==> config.mk <==
export PLATFORM = sky130hd
export DESIGN_NAME = csr_trap_unit
export DESIGN_NICKNAME = d
export VERILOG_FILES = /design/src/rtl/csr_trap_unit_pkg.sv /design/src/rtl/csr_trap_unit_irq_arbiter.sv /design/src/rtl/csr_trap_unit.sv
export SDC_FILE = /design/constraint.sdc
export NUM_CORES = 1
export LEC_CHECK = 0
export ABC_AREA = 1
export CAP_MARGIN = 20
export CORE_MARGIN = 10
export CORE_UTILIZATION = 41
export DETAILED_ROUTE_END_ITERATION = 16
export HOLD_SLACK_MARGIN = 0.03
export PLACE_DENSITY = 0.69
export SYNTH_ARGS = -nofsm -noshare
export SYNTH_HDL_FRONTEND = slang
export SYNTH_SLANG_ARGS = --single-unit
==> constraint.sdc <==
create_clock -name clk_i -period 2.7 [get_ports clk_i]
set_input_delay 0.27 -clock clk_i [delete_from_list [all_inputs] [get_ports clk_i]]
set_output_delay 0.27 -clock clk_i [all_outputs]
set_load 0.02 [all_outputs]
==> src/rtl/csr_trap_unit_pkg.sv <==
// Shared RISC-V definitions for the M-mode CSR file and trap sequencer.
// Holds the CSR addresses, cause codes, bit positions and the read-modify-write helper.
package csr_trap_unit_pkg;

  typedef enum logic [2:0] {
    CSRRW  = 3'b001,
    CSRRS  = 3'b010,
    CSRRC  = 3'b011,
    CSRRWI = 3'b101,
    CSRRSI = 3'b110,
    CSRRCI = 3'b111
  } funct3_type_system_e;

  typedef enum logic [11:0] {
    CSR_MSTATUS  = 12'h300,
    CSR_MIE      = 12'h304,
    CSR_MTVEC    = 12'h305,
    CSR_MSCRATCH = 12'h340,
    CSR_MEPC     = 12'h341,
    CSR_MCAUSE   = 12'h342,
    CSR_MTVAL    = 12'h343,
    CSR_MIP      = 12'h344
  } csr_addr_e;

  typedef enum logic [30:0] {
    EXC_INSTR_MISALIGNED = 31'd0,
    EXC_INSTR_ACCESS     = 31'd1,
    EXC_ILLEGAL_INSTR    = 31'd2,
    EXC_BREAKPOINT       = 31'd3,
    EXC_LOAD_MISALIGNED  = 31'd4,
    EXC_LOAD_ACCESS      = 31'd5,
    EXC_STORE_MISALIGNED = 31'd6,
    EXC_STORE_ACCESS     = 31'd7,
    EXC_ECALL_M          = 31'd11
  } exception_code_e;

  typedef enum logic [30:0] {
    IRQ_SW_M    = 31'd3,
    IRQ_TIMER_M = 31'd7,
    IRQ_EXT_M   = 31'd11
  } interrupt_code_e;

  typedef enum logic {
    TRAP_STATE_RUN   = 1'b0,
    TRAP_STATE_SLEEP = 1'b1
  } csr_trap_state_e;

  localparam int MSTATUS_MIE_BIT  = 3;
  localparam int MSTATUS_MPIE_BIT = 7;
  localparam int MIX_MSI_BIT      = 3;
  localparam int MIX_MTI_BIT      = 7;
  localparam int MIX_MEI_BIT      = 11;

  localparam logic [31:0] MIE_MASK   = 32'h0000_0888;
  localparam logic [31:0] MTVEC_MASK = 32'hFFFF_FFFD;
  localparam logic [31:0] MEPC_MASK  = 32'hFFFF_FFFC;

  // New CSR value for a write/set/clear op; non-write encodings leave the value untouched.
  function automatic logic [31:0] csr_modify(input logic [2:0] op, input logic [31:0] old,
                                             input logic [31:0] wdata);
    case (op)
      CSRRW, CSRRWI: csr_modify = wdata;
      CSRRS, CSRRSI: csr_modify = old | wdata;
      CSRRC, CSRRCI: csr_modify = old & ~wdata;
      default:       csr_modify = old;
    endcase
  endfunction

endpackage

==> src/rtl/csr_trap_unit_irq_arbiter.sv <==
// Fixed-priority M-mode interrupt selection: external > software > timer.
module csr_irq_arbiter
  import csr_trap_unit_pkg::*;
(
  input  logic [31:0]     pending,
  output logic            valid,
  output interrupt_code_e code
);

  logic unused_pending;
  assign unused_pending = ^{pending[31:12], pending[10:8], pending[6:4], pending[2:0]};

  always_comb begin
    valid = 1'b1;
    code  = IRQ_EXT_M;
    if (pending[MIX_MEI_BIT])      code = IRQ_EXT_M;
    else if (pending[MIX_MSI_BIT]) code = IRQ_SW_M;
    else if (pending[MIX_MTI_BIT]) code = IRQ_TIMER_M;
    else                           valid = 1'b0;
  end

endmodule

==> src/rtl/csr_trap_unit.sv <==
// M-mode CSR file and trap sequencer: CSR ops, exceptions, interrupts, MRET and WFI,
// with a registered one-cycle PC redirect towards fetch.
module csr_trap_unit
  import csr_trap_unit_pkg::*;
#(
  parameter logic [31:0] RESET_MTVEC = 32'h0000_0000
) (
  input  logic        clk_i,
  input  logic        rst_ni,
  input  logic        csr_req_i,
  input  logic [2:0]  csr_op_i,
  input  logic [11:0] csr_addr_i,
  input  logic [31:0] csr_wdata_i,
  input  logic        csr_src_zero_i,
  output logic [31:0] csr_rdata_o,
  output logic        csr_illegal_o,
  input  logic        exc_valid_i,
  input  logic [30:0] exc_code_i,
  input  logic [31:0] exc_pc_i,
  input  logic [31:0] exc_tval_i,
  input  logic        mret_i,
  input  logic        wfi_i,
  input  logic        boundary_i,
  input  logic [31:0] next_pc_i,
  input  logic        irq_sw_i,
  input  logic        irq_timer_i,
  input  logic        irq_ext_i,
  output logic        redirect_o,
  output logic [31:0] redirect_pc_o,
  output logic        sleep_o
);

  csr_trap_state_e state_reg, state_next;
  logic        status_mie_reg, status_mie_next, status_mpie_reg, status_mpie_next;
  logic [31:0] mie_reg, mie_next, mtvec_reg, mtvec_next, mscratch_reg, mscratch_next;
  logic [31:0] mepc_reg, mepc_next, mcause_reg, mcause_next, mtval_reg, mtval_next;
  logic        redirect_reg, redirect_next;
  logic [31:0] redirect_pc_reg, redirect_pc_next;

  logic [31:0] mip, pending, mstatus, csr_wval, tvec_base;
  logic        csr_known, csr_we, irq_valid, trap, trap_irq;
  logic [30:0] trap_code;
  interrupt_code_e irq_code;

  always_comb begin
    mip = '0;
    mip[MIX_MSI_BIT] = irq_sw_i;
    mip[MIX_MTI_BIT] = irq_timer_i;
    mip[MIX_MEI_BIT] = irq_ext_i;
    mstatus = '0;
    mstatus[12:11] = 2'b11;
    mstatus[MSTATUS_MIE_BIT]  = status_mie_reg;
    mstatus[MSTATUS_MPIE_BIT] = status_mpie_reg;
  end

  assign pending   = mie_reg & mip;
  assign tvec_base = {mtvec_reg[31:2], 2'b00};

  csr_irq_arbiter u_irq_arbiter (
    .pending (pending),
    .valid   (irq_valid),
    .code    (irq_code)
  );

  always_comb begin
    csr_known   = 1'b1;
    csr_rdata_o = '0;
    case (csr_addr_i)
      CSR_MSTATUS:  csr_rdata_o = mstatus;
      CSR_MIE:      csr_rdata_o = mie_reg;
      CSR_MTVEC:    csr_rdata_o = mtvec_reg;
      CSR_MSCRATCH: csr_rdata_o = mscratch_reg;
      CSR_MEPC:     csr_rdata_o = mepc_reg;
      CSR_MCAUSE:   csr_rdata_o = mcause_reg;
      CSR_MTVAL:    csr_rdata_o = mtval_reg;
      CSR_MIP:      csr_rdata_o = mip;
      default:      csr_known   = 1'b0;
    endcase
  end

  assign csr_illegal_o = csr_req_i && !csr_known;
  assign csr_wval      = csr_modify(csr_op_i, csr_rdata_o, csr_wdata_i);
  // Set/clear with a zero source is a pure read and must not disturb the CSR.
  assign csr_we = csr_req_i && csr_known &&
                  ((csr_op_i inside {CSRRW, CSRRWI}) ||
                   ((csr_op_i inside {CSRRS, CSRRC, CSRRSI, CSRRCI}) && !csr_src_zero_i));

  always_comb begin
    state_next       = state_reg;
    status_mie_next  = status_mie_reg;
    status_mpie_next = status_mpie_reg;
    mie_next         = mie_reg;
    mtvec_next       = mtvec_reg;
    mscratch_next    = mscratch_reg;
    mepc_next        = mepc_reg;
    mcause_next      = mcause_reg;
    mtval_next       = mtval_reg;
    redirect_next    = 1'b0;
    redirect_pc_next = redirect_pc_reg;
    trap             = 1'b0;
    trap_irq         = 1'b0;
    trap_code        = '0;

    case (state_reg)
      TRAP_STATE_SLEEP: begin
        // Wake on any enabled pending line; only trap if interrupts are globally enabled.
        if (pending != '0) begin
          state_next = TRAP_STATE_RUN;
          if (status_mie_reg) begin
            trap      = 1'b1;
            trap_irq  = 1'b1;
            trap_code = irq_code;
          end
        end
      end
      default: begin
        if (exc_valid_i) begin
          trap      = 1'b1;
          trap_code = exc_code_i;
        end else if (status_mie_reg && irq_valid && boundary_i) begin
          trap      = 1'b1;
          trap_irq  = 1'b1;
          trap_code = irq_code;
        end else if (mret_i) begin
          status_mie_next  = status_mpie_reg;
          status_mpie_next = 1'b1;
          redirect_next    = 1'b1;
          redirect_pc_next = mepc_reg;
        end else if (wfi_i) begin
          state_next = TRAP_STATE_SLEEP;
        end else if (csr_we) begin
          case (csr_addr_i)
            CSR_MSTATUS: begin
              status_mie_next  = csr_wval[MSTATUS_MIE_BIT];
              status_mpie_next = csr_wval[MSTATUS_MPIE_BIT];
            end
            CSR_MIE:      mie_next      = csr_wval & MIE_MASK;
            CSR_MTVEC:    mtvec_next    = csr_wval & MTVEC_MASK;
            CSR_MSCRATCH: mscratch_next = csr_wval;
            CSR_MEPC:     mepc_next     = csr_wval & MEPC_MASK;
            CSR_MCAUSE:   mcause_next   = csr_wval;
            CSR_MTVAL:    mtval_next    = csr_wval;
            default: ;
          endcase
        end
      end
    endcase

    if (trap) begin
      mepc_next        = (trap_irq ? next_pc_i : exc_pc_i) & MEPC_MASK;
      mcause_next      = {trap_irq, trap_code};
      mtval_next       = trap_irq ? 32'h0 : exc_tval_i;
      status_mpie_next = status_mie_reg;
      status_mie_next  = 1'b0;
      redirect_next    = 1'b1;
      redirect_pc_next = (trap_irq && mtvec_reg[0]) ? tvec_base + {trap_code[29:0], 2'b00}
                                                    : tvec_base;
    end
  end

  always_ff @(posedge clk_i) begin
    if (!rst_ni) begin
      state_reg       <= TRAP_STATE_RUN;
      status_mie_reg  <= 1'b0;
      status_mpie_reg <= 1'b0;
      mie_reg         <= '0;
      mtvec_reg       <= RESET_MTVEC;
      mscratch_reg    <= '0;
      mepc_reg        <= '0;
      mcause_reg      <= '0;
      mtval_reg       <= '0;
      redirect_reg    <= 1'b0;
      redirect_pc_reg <= '0;
    end else begin
      state_reg       <= state_next;
      status_mie_reg  <= status_mie_next;
      status_mpie_reg <= status_mpie_next;
      mie_reg         <= mie_next;
      mtvec_reg       <= mtvec_next;
      mscratch_reg    <= mscratch_next;
      mepc_reg        <= mepc_next;
      mcause_reg      <= mcause_next;
      mtval_reg       <= mtval_next;
      redirect_reg    <= redirect_next;
      redirect_pc_reg <= redirect_pc_next;
    end
  end

  assign redirect_o    = redirect_reg;
  assign redirect_pc_o = redirect_pc_reg;
  assign sleep_o       = (state_reg == TRAP_STATE_SLEEP);

endmodule

==> After elaboration in Yosys (flattened, before gate mapping) <==
Index checks and enable logic that the tools add are counted.
W data, S select, Z words.
{ "totals": {"out_inout_bits": 67, "input_bits": 185, "reg_bits": 196} }
{ "op_classes": {"n_eq_ne": 21, "reduce_logical": 36, "addsub": 1, "n_mux": 76, "bitwise": 10} }
{ "op_table": {"columns": ["cell", "n"], "rows": [
  ["$mux W32", 32],
  ["$pmux W32 S8", 1],
  ["$mux W31", 7],
  ["$eq A12 B10 Y1 const B", 8],
  ["$pmux W32 S3", 1],
  ["$reduce_and A7 Y1", 6],
  ["$mux W1", 34],
  ["$add A32 B32 Y32", 1],
  ["$and A32 B32 Y32", 1],
  ["$not A32 Y32", 1],
  ["$or A32 B32 Y32", 1],
  ["$reduce_bool A32 Y1", 1],
  ["$reduce_bool A2 Y1", 8],
  ["$and A12 B12 Y12", 1],
  ["$reduce_and A6 Y1", 2],
  ["$eq A3 B3 Y1 const B", 3],
  ["$ne A2 B1 Y1 const B", 4],
  ["$reduce_or A2 Y1", 4],
  ["$reduce_or A8 Y1", 1],
  ["$logic_and A1 B1 Y1", 7],
  ["$eq A3 B2 Y1 const B", 2],
  ["$not A1 Y1", 6],
  ["$reduce_bool A3 Y1", 2],
  ["$mux W4", 1],
  ["7 further kinds", 9]
]} }

==> Depth between registers and ports, before layout <==
{ "depth": {"ltp_word": 12, "depth_mapped": 25} }

==> Hierarchy <==
Synthesis repeated with hierarchy kept, for this count alone.
{ "hier_totals": {"hier_cells": 2240, "area_unflattened_um2": 13706.9} }
{ "by_module_without_submodules": {"columns": ["mod", "area_per_inst_um2", "cells_each", "n_inst"], "rows": [
  ["csr_trap_unit", 13457.9, 2203, 1],
  ["csr_irq_arbiter", 249.0, 37, 1]
]} }

==> Least setup slack after synthesis <==
No wires, ideal clock.
{ "synth_path": {"path_type": "reg-to-reg", "startpoint": "register mie_reg[11]", "endpoint": "register redirect_pc_reg[22] (netlist: redirect_pc_o[22])", "path_stages_with_launch": 25, "synth_period_minus_slack_ps": 2973, "setup_time_ps": 70, "t_arrival_ps": 2904, "path_slack_ps": -273, "cell_sequence": "dfxtp_1 -> nand2_1 -> nand3_1 -> nand3_1 -> o21ai_1 -> nand2_1 -> inv_1 -> a31oi_1 -> inv_1 -> ha_1 -> inv_1 -> fa_1 -> inv_1 -> nand2_1 -> o21ai_0 -> nand2_1 -> nand2_1 -> nand2_1 -> nand2_1 -> nand2_1 -> nand2_1 -> nand2_1 -> nand3_1 -> nand3_1 -> a21oi_1"} }
{ "synth_between": {"elab_chain_cells": 10} }
{ "synth_lines": {"columns": ["item", "line_no", "text"], "rows": [
  ["from (decl)", "csr_trap_unit.sv:35", "logic [31:0] mie_reg, mie_next, mtvec_reg, mtvec_next, mscratch_reg, mscratch_next;"],
  ["from (signal assigned)", "csr_trap_unit.sv:178", "mie_reg <= mie_next;"],
  ["$and A12 B12 Y12 *", "csr_trap_unit.sv:56", "assign pending = mie_reg & mip;"],
  ["$mux W1", "csr_trap_unit_irq_arbiter.sv:16", "if (pending[MIX_MEI_BIT]) code = IRQ_EXT_M;"],
  ["$logic_and A1 B1 Y1 (2 in a row)", "csr_trap_unit.sv:120", "end else if (status_mie_reg && irq_valid && boundary_i) begin"],
  ["$mux W31 / $mux W1 (equally long branches)", "csr_trap_unit.sv:120", null],
  ["$mux W31 / $mux W1 (equally long branches)", "csr_trap_unit.sv:117", "if (exc_valid_i) begin"],
  ["$mux W31 / $mux W1 (equally long branches)", "csr_trap_unit.sv:104", "case (state_reg)"],
  ["$add A32 B32 Y32 / $logic_and A1 B1 Y1 (equally long branches)", "csr_trap_unit.sv:156", "redirect_pc_next = (trap_irq && mtvec_reg[0]) ? tvec_base + {trap_code[29:0], 2'b00}"],
  ["$mux W32", "csr_trap_unit.sv:156", null],
  ["$mux W32", "csr_trap_unit.sv:149", "if (trap) begin"],
  ["to (signal assigned)", "csr_trap_unit.sv:185", "redirect_pc_reg <= redirect_pc_next;"],
  ["to (decl)", "csr_trap_unit.sv:38", "logic [31:0] redirect_pc_reg, redirect_pc_next;"]
]} }
Mark *: on every way between the ends. The rest lies on a longest branch, timed or not.
A chain may end at the register's enable or synchronous reset.

==> Final worst setup path <==
{ "layout_path": {"startpoint": "register mie_reg[7]", "endpoint": "register redirect_pc_reg[24] (netlist: redirect_pc_o[24])"} }
{ "layout_between": {"elab_chain_cells": 12} }
{ "layout_lines": {"columns": ["item", "line_no", "text"], "rows": [
  ["$and A12 B12 Y12 *", "csr_trap_unit.sv:56", null],
  ["$mux W1", "csr_trap_unit_irq_arbiter.sv:18", "else if (pending[MIX_MTI_BIT]) code = IRQ_TIMER_M;"],
  ["$mux W1", "csr_trap_unit_irq_arbiter.sv:17", "else if (pending[MIX_MSI_BIT]) code = IRQ_SW_M;"],
  ["$mux W1", "csr_trap_unit_irq_arbiter.sv:16", null],
  ["$logic_and A1 B1 Y1 (2 in a row)", "csr_trap_unit.sv:120", null],
  ["$mux W31 / $mux W1 (equally long branches)", "csr_trap_unit.sv:120", null],
  ["$mux W31 / $mux W1 (equally long branches)", "csr_trap_unit.sv:117", null],
  ["$mux W31 / $mux W1 (equally long branches)", "csr_trap_unit.sv:104", null],
  ["$add A32 B32 Y32 / $logic_and A1 B1 Y1 (equally long branches)", "csr_trap_unit.sv:156", null],
  ["$mux W32", "csr_trap_unit.sv:156", null],
  ["$mux W32", "csr_trap_unit.sv:149", null]
]} }
Marked as above.

==> run metrics <==
CTS root buf clkbuf_16; Ports 252; Async SR Flop Fraction 0%; Starting DRT DRC Count between 1500 and 2000; status finished, violations left; synthesized instance count roughly 2600; CP Max Fanout 3; largest area contributor in the netlist dfxtp_1; fmax about 350 MHz; period utilisation layout 106.6%; number of fill cells 3482; Global Route Usage Sum 31.76%; Clk Latency, worst-skew pair 470 ps; Startpoint Class register; PwrDens roughly 380 nW/um^2; num rows 68; Worst setup EP type register; Remaining DRCs 0; failing checks negative setup slack; main area contributors after synthesis dfxtp_1 27%, nand2_1 22%, nor2_1 13%; core area 34540 sq um; share of the yosys chip area belonging to registers 27.02%; Die Width 207.2 microns; fraction of layout cells with a size suffix above 1 17.92%; number of diodes 0; RSZ-0062 raised after global routing true; worst-margin pin slew 682.7 ps; # hold bufs at CTS 0; Fin. Hold Viols 0; commonest non-fill, non-tap cells in the layout 795 x nand2_1, 470 x nor2_1, 325 x buf_4; Clock Skews 14.09 ps; Max IR drop VDD 0.5071 mV; clock sinks 194; Die Area 42950 sq um; via count 18780; total CTS buffers 17; Layout Utilization about three fifths; clock slew at reported path FFs 80 ps; first-pass GRT wire length 107300 microns; Hold Path Class input port to register; Synth Warn # 0; clk buf depth 2; # H-tree levels 4; setup TNS -1385 ps; Worst slew margin 54.44%; area share of the largest cell type after synthesis 27.02%; GPL Wtd Cong 1.014; commonest non-fill, non-tap cell in the layout nand2_1; Post-synth top flop dfxtp_1; #FFs+latches synth 194; GRT overflow 0; drt pass-1 iters 6; Post-Syn Area 14380 sq um; post-route ant nets 0; final hold slack ~260 ps; initial antenna violation count 0; synth unique cells 53; area growth from synthesis to layout 44.61%; # setup viols final 18; Pleak roughly 11 nW; Setup CP Type register to register; Min Clock Period, post-route 2879 ps; DP Wirelength 53810 microns; EDFF count, synth 0; # port buffers 244; Die H a little over 200 microns; DR WL/cell roughly 20 microns; worst path arrival time approximately 3300 ps; Final WS setup -178.6 ps; Total Nets Final 3265; vias in the first global route roughly 18000; final WL 71620 microns; Req. time, crit path approximately 3100 ps; number of max-cap violations 0; largest net degree at the start of global routing 61; Starting Density 41.61%; CTS tree built; post-synthesis area per instance 5.602 sq um; Vias/cell 5.337; Max Slew Vio Count 0
==> critical path: stages (launching register included) <==
cell	delay (ps)
dfxtp_4	370
nand2_4	60
nand3_4	100
nand3_4	90
o21ai_4	170
nand2_2	80
inv_2	70
a31oi_2	50
inv_1	80
ha_2	180
inv_2	40
fa_2	340
inv_2	90
nand2_4	60
o21ai_4	180
nand2_2	90
nand2_4	70
buf_4	100
nand4_1	140
nand3_1	140
nand2_1	50
nand3_1	70
nand2_1	70
a21oi_2	110
==> cell families after synthesis <==
group           synth area share (%)
simple gates                   42.18
compound gates                 16.00
fa+ha+maj                      2.663
flops                          27.02
other cells                  0.02609
buf+inv                        11.45
xor+xnor                      0.6703
==> report_power, final <==
| part | switching (W) | total (W) | internal, W | leakage, nW |
|---|---|---|---|---|
| Clock | 0.00138 | 0.00271 | 0.00132 | 0.285 |
| Sequential | 0.000127 | 0.00315 | 0.00303 | 1.59 |
| Combinational | 0.00116 | 0.00203 | 0.000870 | 8.93 |
==> metrics by stage <==
| stage | power (W) | std cells | setup WS, ps | cell area [sq um] |
|---|---|---|---|---|
| final | 0.007893 | 3518 | -178.6 | 20790 |
| after global routing | 0.008184 | 3518 | -369.9 | 20790 |
| after floorplan | 0.004111 | 2567 | 0.06350 | 14430 |
| after CTS | 0.007858 | 3510 | -110.2 | 20540 |
| after global placement | 0.005156 | 3471 | -633.2 | 19700 |
| after detailed placement | 0.005180 | 3471 | -724.3 | 19700 |
==> repair_timing <==
item                       4_1_cts  5_1_grt
resized for setup              119      154
buffers inserted                 8       10
hold endpoints to repair         0        0
cloned                           0        0
pin swaps                       19       45
setup endpoints to repair       54       59
==> path summary, 6_finish.rpt <==
path | start | end | slack, ps | cells after the start
setup reg to reg | mie_reg[7] | redirect_pc_o[24] | -180 | 23
hold / removal | rst_ni | mie_reg[7] | 260 | 3
setup / recovery | mie_reg[7] | redirect_pc_o[24] | -180 | 23
hold reg to reg | mscratch_reg[12] | mscratch_reg[12] | 530 | 4
==> per-layer routing <==
layer  track usage [%]  up-vias  routed length (microns)
met5                 0        -                        0
met4             22.15        0                     5323
met3             5.325      235                     5386
met2             53.11      934                    33330
met1             36.33     8562                    27580
li1                  -     9046                        -
==> cell usage after synthesis (2+ instances only) <==
library cell,count
inv_1,270
o21ai_0,238
nand2_2,3
buf_1,9
or2_2,2
dfxtp_1,194
nor2_4,3
nand4_1,28
o221ai_1,27
o21ai_2,2
o21bai_1,7
nor3_1,8
inv_2,7
a211oi_1,2
o21ai_1,2
a21o_1,3
nand3b_1,4
o211ai_1,12
nand4_2,2
xnor2_1,2
nor2_2,4
buf_6,4
nand3_2,5
a21oi_1,113
buf_2,40
nand2_1,832
nand3_1,118
nor2_1,482
xor2_1,9
a21boi_0,2
nor3_2,3
ha_1,29
and2_1,2
clkbuf_1,72
a31oi_1,2
buf_4,7
==> final cells by class <==
cell class                      count  area (sq um)  area share, %
Tap cell                          455         569.3          2.739
Sequential cell                   194          3894          18.73
Multi-Input combinational cell   1963          9339          44.93
Inverter                          278          1044          5.020
Clock inverter                     14         173.9         0.8366
Timing Repair Buffer              596          5339          25.68
Clock buffer                       18         429.2          2.065
Note: power is estimated with default switching activity, not from simulation.
==> edit 1, RTL diff (same flow settings) <==
Register the outputs `csr_illegal_o` and `sleep_o`; this adds one clock of latency there. The other outputs are not delayed to match.
--- a/src/rtl/csr_trap_unit.sv
+++ b/src/rtl/csr_trap_unit.sv
@@ -78,7 +78,6 @@
     endcase
   end
 
-  assign csr_illegal_o = csr_req_i && !csr_known;
   assign csr_wval      = csr_modify(csr_op_i, csr_rdata_o, csr_wdata_i);
   // Set/clear with a zero source is a pure read and must not disturb the CSR.
   assign csr_we = csr_req_i && csr_known &&
@@ -188,7 +187,10 @@
 
   assign redirect_o    = redirect_reg;
   assign redirect_pc_o = redirect_pc_reg;
-  assign sleep_o       = (state_reg == TRAP_STATE_SLEEP);
+  always_ff @(posedge clk_i) begin
+    csr_illegal_o <= csr_req_i && !csr_known;
+    sleep_o       <= (state_reg == TRAP_STATE_SLEEP);
+  end
 
 endmodule
 
Check against the original RTL: not settled (the Yosys comparison gave no result); the edit may change what the design does.
==> edit 1 against the unedited design <==
The flow still finishes with violations (setup timing). Global-route usage rose by 1.2 points. Hold slack got worse by 0.047 ns. Design area barely moved. Via count rose by 0.39%. Setup slack improved by 0.016 ns. Clock power rose by 4%. Sequential cell count rose by 2. Sequential share of layout area rose by 0.18 points. Total power rose by 2.1%. Wire length rose by 3.1%. Area after synthesis rose by 0.28%. Largest power group unchanged.
==> edit 1: results (changes against the unedited design) <==
setup_path:
  r2r_cells: 23  # unchanged
  endpoint: "redirect_pc_o[26]$_SDFFE_PN0P_"  # was redirect_pc_o[24]$_SDFFE_PN0P_
  r2r-end: "redirect_pc_o[26]$_SDFFE_PN0P_"  # was redirect_pc_o[24]$_SDFFE_PN0P_
  slowest_stage: "dfxtp_4"  # unchanged
  regToRegStartpoint: "mie_reg[11]$_SDFFE_PN0P_"  # was mie_reg[7]$_SDFFE_PN0P_
cells_and_area:
  fillers: 3428  # was 3482
  drive_gt1_frac: 0.179  # about the same
  final_nets: 3279  # was 3265
  stdcell_count: 3532  # was 3518
place:
  hpwl_mm: 55.1  # was 53.8 mm
  pre_cts_slack_ns: -0.708  # was -0.724 ns
  placed_cell_area_um2: 19800  # was 19700 um^2
  globalplace.congestion: 0.983  # was 1.01
routing:
  dr_wl_met2_mm: 34.1  # was 33.3 mm
  dr_wl_met3_mm: 5.90  # was 5.39 mm
  wl_met1_mm: 28.3  # was 27.6 mm
  wl_per_cell_um: 20.9  # was 20.4 um
  via_per_inst: 5.34  # about the same
  drt_iter0_drc: 1609  # was 1977
synthesis:
  synth_xor_xnor_area_share: 0.00668  # was 0.00670
  synthAdderAreaFrac: 0.0266  # about the same
  synthTopCellsByCount: "nand2_1, nor2_1, inv_1"  # unchanged
  synthMuxAreaShare: 0  # unchanged
  netlist_top_cells_area: "dfxtp_1, nand2_1, nor2_1, o21ai_0, inv_1"  # unchanged
  synth_compound_area_frac: 0.160  # about the same
  synth_area_per_cell_um2: 5.61  # was 5.60 um^2
  ys_seq_area_frac: 0.272  # was 0.270
  synth_warnings: 0  # unchanged
timing:
  setup_tns_ns: -0.761  # was -1.38 ns
  hold_ws_ns: 0.216  # was 0.263 ns
  worst_slack_ns: -0.163  # was -0.179 ns
  tightest_slew_ns: 0.551  # was 0.683 ns
  setup_viol: 12  # was 18
  clock_skew_ns: 0.0137  # was 0.0141 ns
run_status:
  status: "complete, but fails checks"  # unchanged
  violations: "setup timing"  # unchanged
clocking:
  post_cts_resized: 64  # was 119
  post_cts_buffers: 12  # was 8
  cts_made_buffers: 17  # unchanged
global_route:
  grt_first_pass_wirelength_mm: 111  # was 107 mm
  grt_max_degree: 105  # was 61
  met1_usage: 0.383  # was 0.363
  grt_pass1_vias: 18400  # was 18100
  grt.met2_usage: 0.540  # was 0.531
  met3_usage: 0.0549  # was 0.0532
  grt_usage: 0.329  # was 0.318
pwr:
  leakagePower_nw: 10.8  # about the same
  p_total_mw: 8.06  # was 7.89 mW
  ir_drop_v: 0.000451  # was 0.000507 V
worst_hold_path:
  hold_end: "mie_reg[3]$_SDFFE_PN0P_"  # was mie_reg[7]$_SDFFE_PN0P_
## edit 1: cell types whose count changed in the layout (fill, tap and decap cells not counted), sizes merged, moves of 2 or more
cell,unedited run,this run
buf,367,369
dlygate4sd2,0,4
clkbuf,34,41
dfxtp,194,196
## edit 1: layout make-up
| cell class | instances | area [um^2] | share of cell area |
|---|---|---|---|
| Multi-Input combinational cell | 1963 | 9270 | 0.446 |
| Timing Repair Buffer | 608 | 5370 | 0.258 |
| Sequential cell | 196 | 3930 | 0.189 |
| Inverter | 278 | 1040 | 0.0502 |
| Tap cell | 455 | 569 | 0.0274 |
| Clock buffer | 18 | 429 | 0.0206 |
| Clock inverter | 14 | 191 | 0.00920 |
## edit 1: power breakdown
| part | leakage [nW] | internal [mW] | total, mW | switching [mW] |
|---|---|---|---|---|
| sequential | 1.60 | 3.06 | 3.19 | 0.128 |
| clock | 0.298 | 1.42 | 2.83 | 1.41 |
| combinational | 8.86 | 0.873 | 2.04 | 1.17 |
==> edit 2, RTL diff (same settings) <==
Made on the original files. Take the reset off `mtval_reg` and load it in a clocked block of its own.
--- a/src/rtl/csr_trap_unit.sv
+++ b/src/rtl/csr_trap_unit.sv
@@ -168,7 +168,6 @@
       mscratch_reg    <= '0;
       mepc_reg        <= '0;
       mcause_reg      <= '0;
-      mtval_reg       <= '0;
       redirect_reg    <= 1'b0;
       redirect_pc_reg <= '0;
     end else begin
@@ -180,10 +179,13 @@
       mscratch_reg    <= mscratch_next;
       mepc_reg        <= mepc_next;
       mcause_reg      <= mcause_next;
-      mtval_reg       <= mtval_next;
       redirect_reg    <= redirect_next;
       redirect_pc_reg <= redirect_pc_next;
     end
+  end
+
+  always_ff @(posedge clk_i) begin
+    mtval_reg <= mtval_next;
   end
 
   assign redirect_o    = redirect_reg;
Function: not settled (the Yosys comparison gave no result); the edit may change what the design does.
==> edit 2 against the unedited design <==
Highest routed layer unchanged. The run still ends with setup timing left. Wire length down 19%. Largest power group unchanged. Total power shrank 1.7%. Area after synthesis is 7.9% lower. Die area shrank 7.2%. Core utilization is 1.5 points higher. Sequential share of layout area increased by 2.8 points. Synthesized cell count down 13%. Sequential cell count unchanged. Non-clock buffer count fell by 56. Combinational power decreased by 8%. Setup slack lost 0.048 ns. Clock skew about the same. Design area shrank 5.9%.
==> edit 2: results (changes against the unedited design) <==
cells_and_area:
  fillers: 2995  # was 3482
  final_nets: 2901  # was 3265
  drive_gt1_frac: 0.195  # was 0.179
global_route:
  met1_usage: 0.354  # was 0.363
  met3_usage: 0.0521  # was 0.0532
  grt_usage: 0.284  # was 0.318
  grt_max_degree: 87  # was 61
  grt_first_pass_wirelength_mm: 87.7  # was 107 mm
  grt.met2_usage: 0.481  # was 0.531
  grt_pass1_vias: 15900  # was 18100
synthesis:
  synth_area_per_cell_um2: 5.94  # was 5.60 um^2
  synth-edff-count: 32  # was 0
  synthTopCellsByCount: "nand2_1, nor2_1, inv_1"  # unchanged
  synth_top_area_frac: 0.245  # was 0.270
  ys.flop_type: "dfxtp_1"  # unchanged
  netlist_top_cells_area: "dfxtp_1, nand2_1, nor2_1, o21ai_0, edfxtp_1"  # was dfxtp_1, nand2_1, nor2_1, o21ai_0, inv_1
  synth.distinct_cells: 49  # was 53
  ys_seq_area_frac: 0.318  # was 0.270
  synth_warnings: 0  # unchanged
setup_path:
  regToRegStartpoint: "mie_reg[11]$_SDFFE_PN0P_"  # was mie_reg[7]$_SDFFE_PN0P_
  rrSetupSlack_ns: -0.22  # was -0.18 ns
  cp_data_arrival_time_ns: 3.31  # was 3.28 ns
  cp_max_fo: 4  # was 3
worst_hold_path:
  hold_end: "mcause_reg[0]$_SDFFE_PN0P_"  # was mie_reg[7]$_SDFFE_PN0P_
place:
  hpwl_mm: 42.5  # was 53.8 mm
  globalplace.congestion: 0.942  # was 1.01
  placed_cell_area_um2: 18100  # was 19700 um^2
  placedCellCount: 3048  # was 3471
  pre_cts_slack_ns: -0.849  # was -0.724 ns
pwr:
  p_int_mw: 5.28  # was 5.22 mW
  leakagePower_nw: 9.68  # was 10.8 nW
  ir_drop_v: 0.000482  # was 0.000507 V
timing:
  clock_skew_ns: 0.0145  # was 0.0141 ns
  setup_viol: 11  # was 18
  slew_headroom: 0.575  # was 0.544
  setup_tns_ns: -1.83  # was -1.38 ns
  worst_slack_ns: -0.226  # was -0.179 ns
routing:
  dr_wl_met3_mm: 4.56  # was 5.39 mm
  dr_wl_met2_mm: 27.5  # was 33.3 mm
  drt_iter0_drc: 1360  # was 1977
  drt_wl_total_mm: 58.4  # was 71.6 mm
  vias: 16200  # was 18800
  wl_per_cell_um: 18.8  # was 20.4 um
  wl_met1_mm: 24.4  # was 27.6 mm
  dr.pass1.iters: 5  # was 6
run_status:
  status: "complete, but fails checks"  # unchanged
  violations: "setup timing"  # unchanged
clocking:
  clk-insertion-delay-late_ns: 0.45  # was 0.47 ns
==> edit 2: changes by cell type after synthesis, moves of 16 or more <==
cell / change
inv_1: -23
nor2_1: -73
nand4_1: -16
o221ai_1: -19
edfxtp_1: +32
nand3_1: -26
o21ai_1: +32
nand2_1: -161
dfxtp_1: -32
o22ai_1: +20
a21oi_1: -20
==> edit 2: cell families (layout without fill, tap and decap cells) <==
family,count (synthesis),after routing,share of synthesized area
xor+xnor,12,12,0.00794
simple gates,1219,1219,0.368
flops,194,194,0.318
compound gates,416,416,0.168
other cells,1,2,0.000283
buf+inv,358,826,0.110
fa+ha+maj,30,30,0.0289
==> edit 2: cell type report <==
class / instances / area [um^2] / share of cell area
timing repair buffer: 540 / 4970 / 0.254
clock buffer: 17 / 425 / 0.0218
inverter: 254 / 956 / 0.0489
tap: 402 / 503 / 0.0257
multi-input combinational: 1679 / 8310 / 0.425
sequential: 194 / 4220 / 0.216
clock inverter: 15 / 171 / 0.00877
==> edit 2: worst max-delay path: stages <==
cell and delay (ns):
clkdlybuf4s50_1 0.54, nand2_4 0.08, nand3_4 0.10, nand4_1 0.12, nand2_2 0.11, nand2_2 0.06
inv_2 0.08, a31oi_4 0.05, inv_2 0.11, ha_4 0.14, inv_2 0.04, fa_2 0.39
inv_2 0.09, nand2_4 0.06, o21ai_4 0.18, buf_6 0.13, nand2_4 0.06, nand2_8 0.11
nand2_4 0.05, nand2_4 0.09, buf_4 0.10, xor2_1 0.13, o21ai_1 0.08, a21oi_1 0.13
==> edit 2: power by group through the flow <==
stage,combinational [mW],sequential [mW],clock [mW]
after CTS,1.79,3.22,2.70
after floorplan,0.791,3.29,0
after global placement,1.71,3.28,0
after global routing,2.03,3.23,2.81
final,1.86,3.21,2.68
after detailed placement,1.73,3.28,0
==> edit 2: what timing repair did <==
item | CTS | global route
cloned | 2 | 0
resized for setup | 112 | 189
buffers inserted | 12 | 10
pin swaps | 34 | 52
setup endpoints to repair | 64 | 150
==> edit 2: how the worst max path moves through the flow <==
stage / from / to / slack [ns] / cells past startpoint
final: irq_sw_i / redirect_pc_o[14]$_SDFFE_PN0P_ / -0.23 / 24
after global routing: mie_reg[11]$_SDFFE_PN0P_ / redirect_pc_o[30]$_SDFFE_PN0P_ / -0.40 / 25
after CTS: mie_reg[7]$_SDFFE_PN0P_ / redirect_pc_o[18]$_SDFFE_PN0P_ / -0.17 / 23
after detailed placement: irq_ext_i / redirect_pc_o[16]$_SDFFE_PN0P_ / -0.85 / 22
after global placement: irq_ext_i / redirect_pc_o[16]$_SDFFE_PN0P_ / -0.75 / 22
after floorplan: mie_reg[3]$_SDFFE_PN0P_ / redirect_pc_o[22]$_SDFFE_PN0P_ / 0.02 / 24
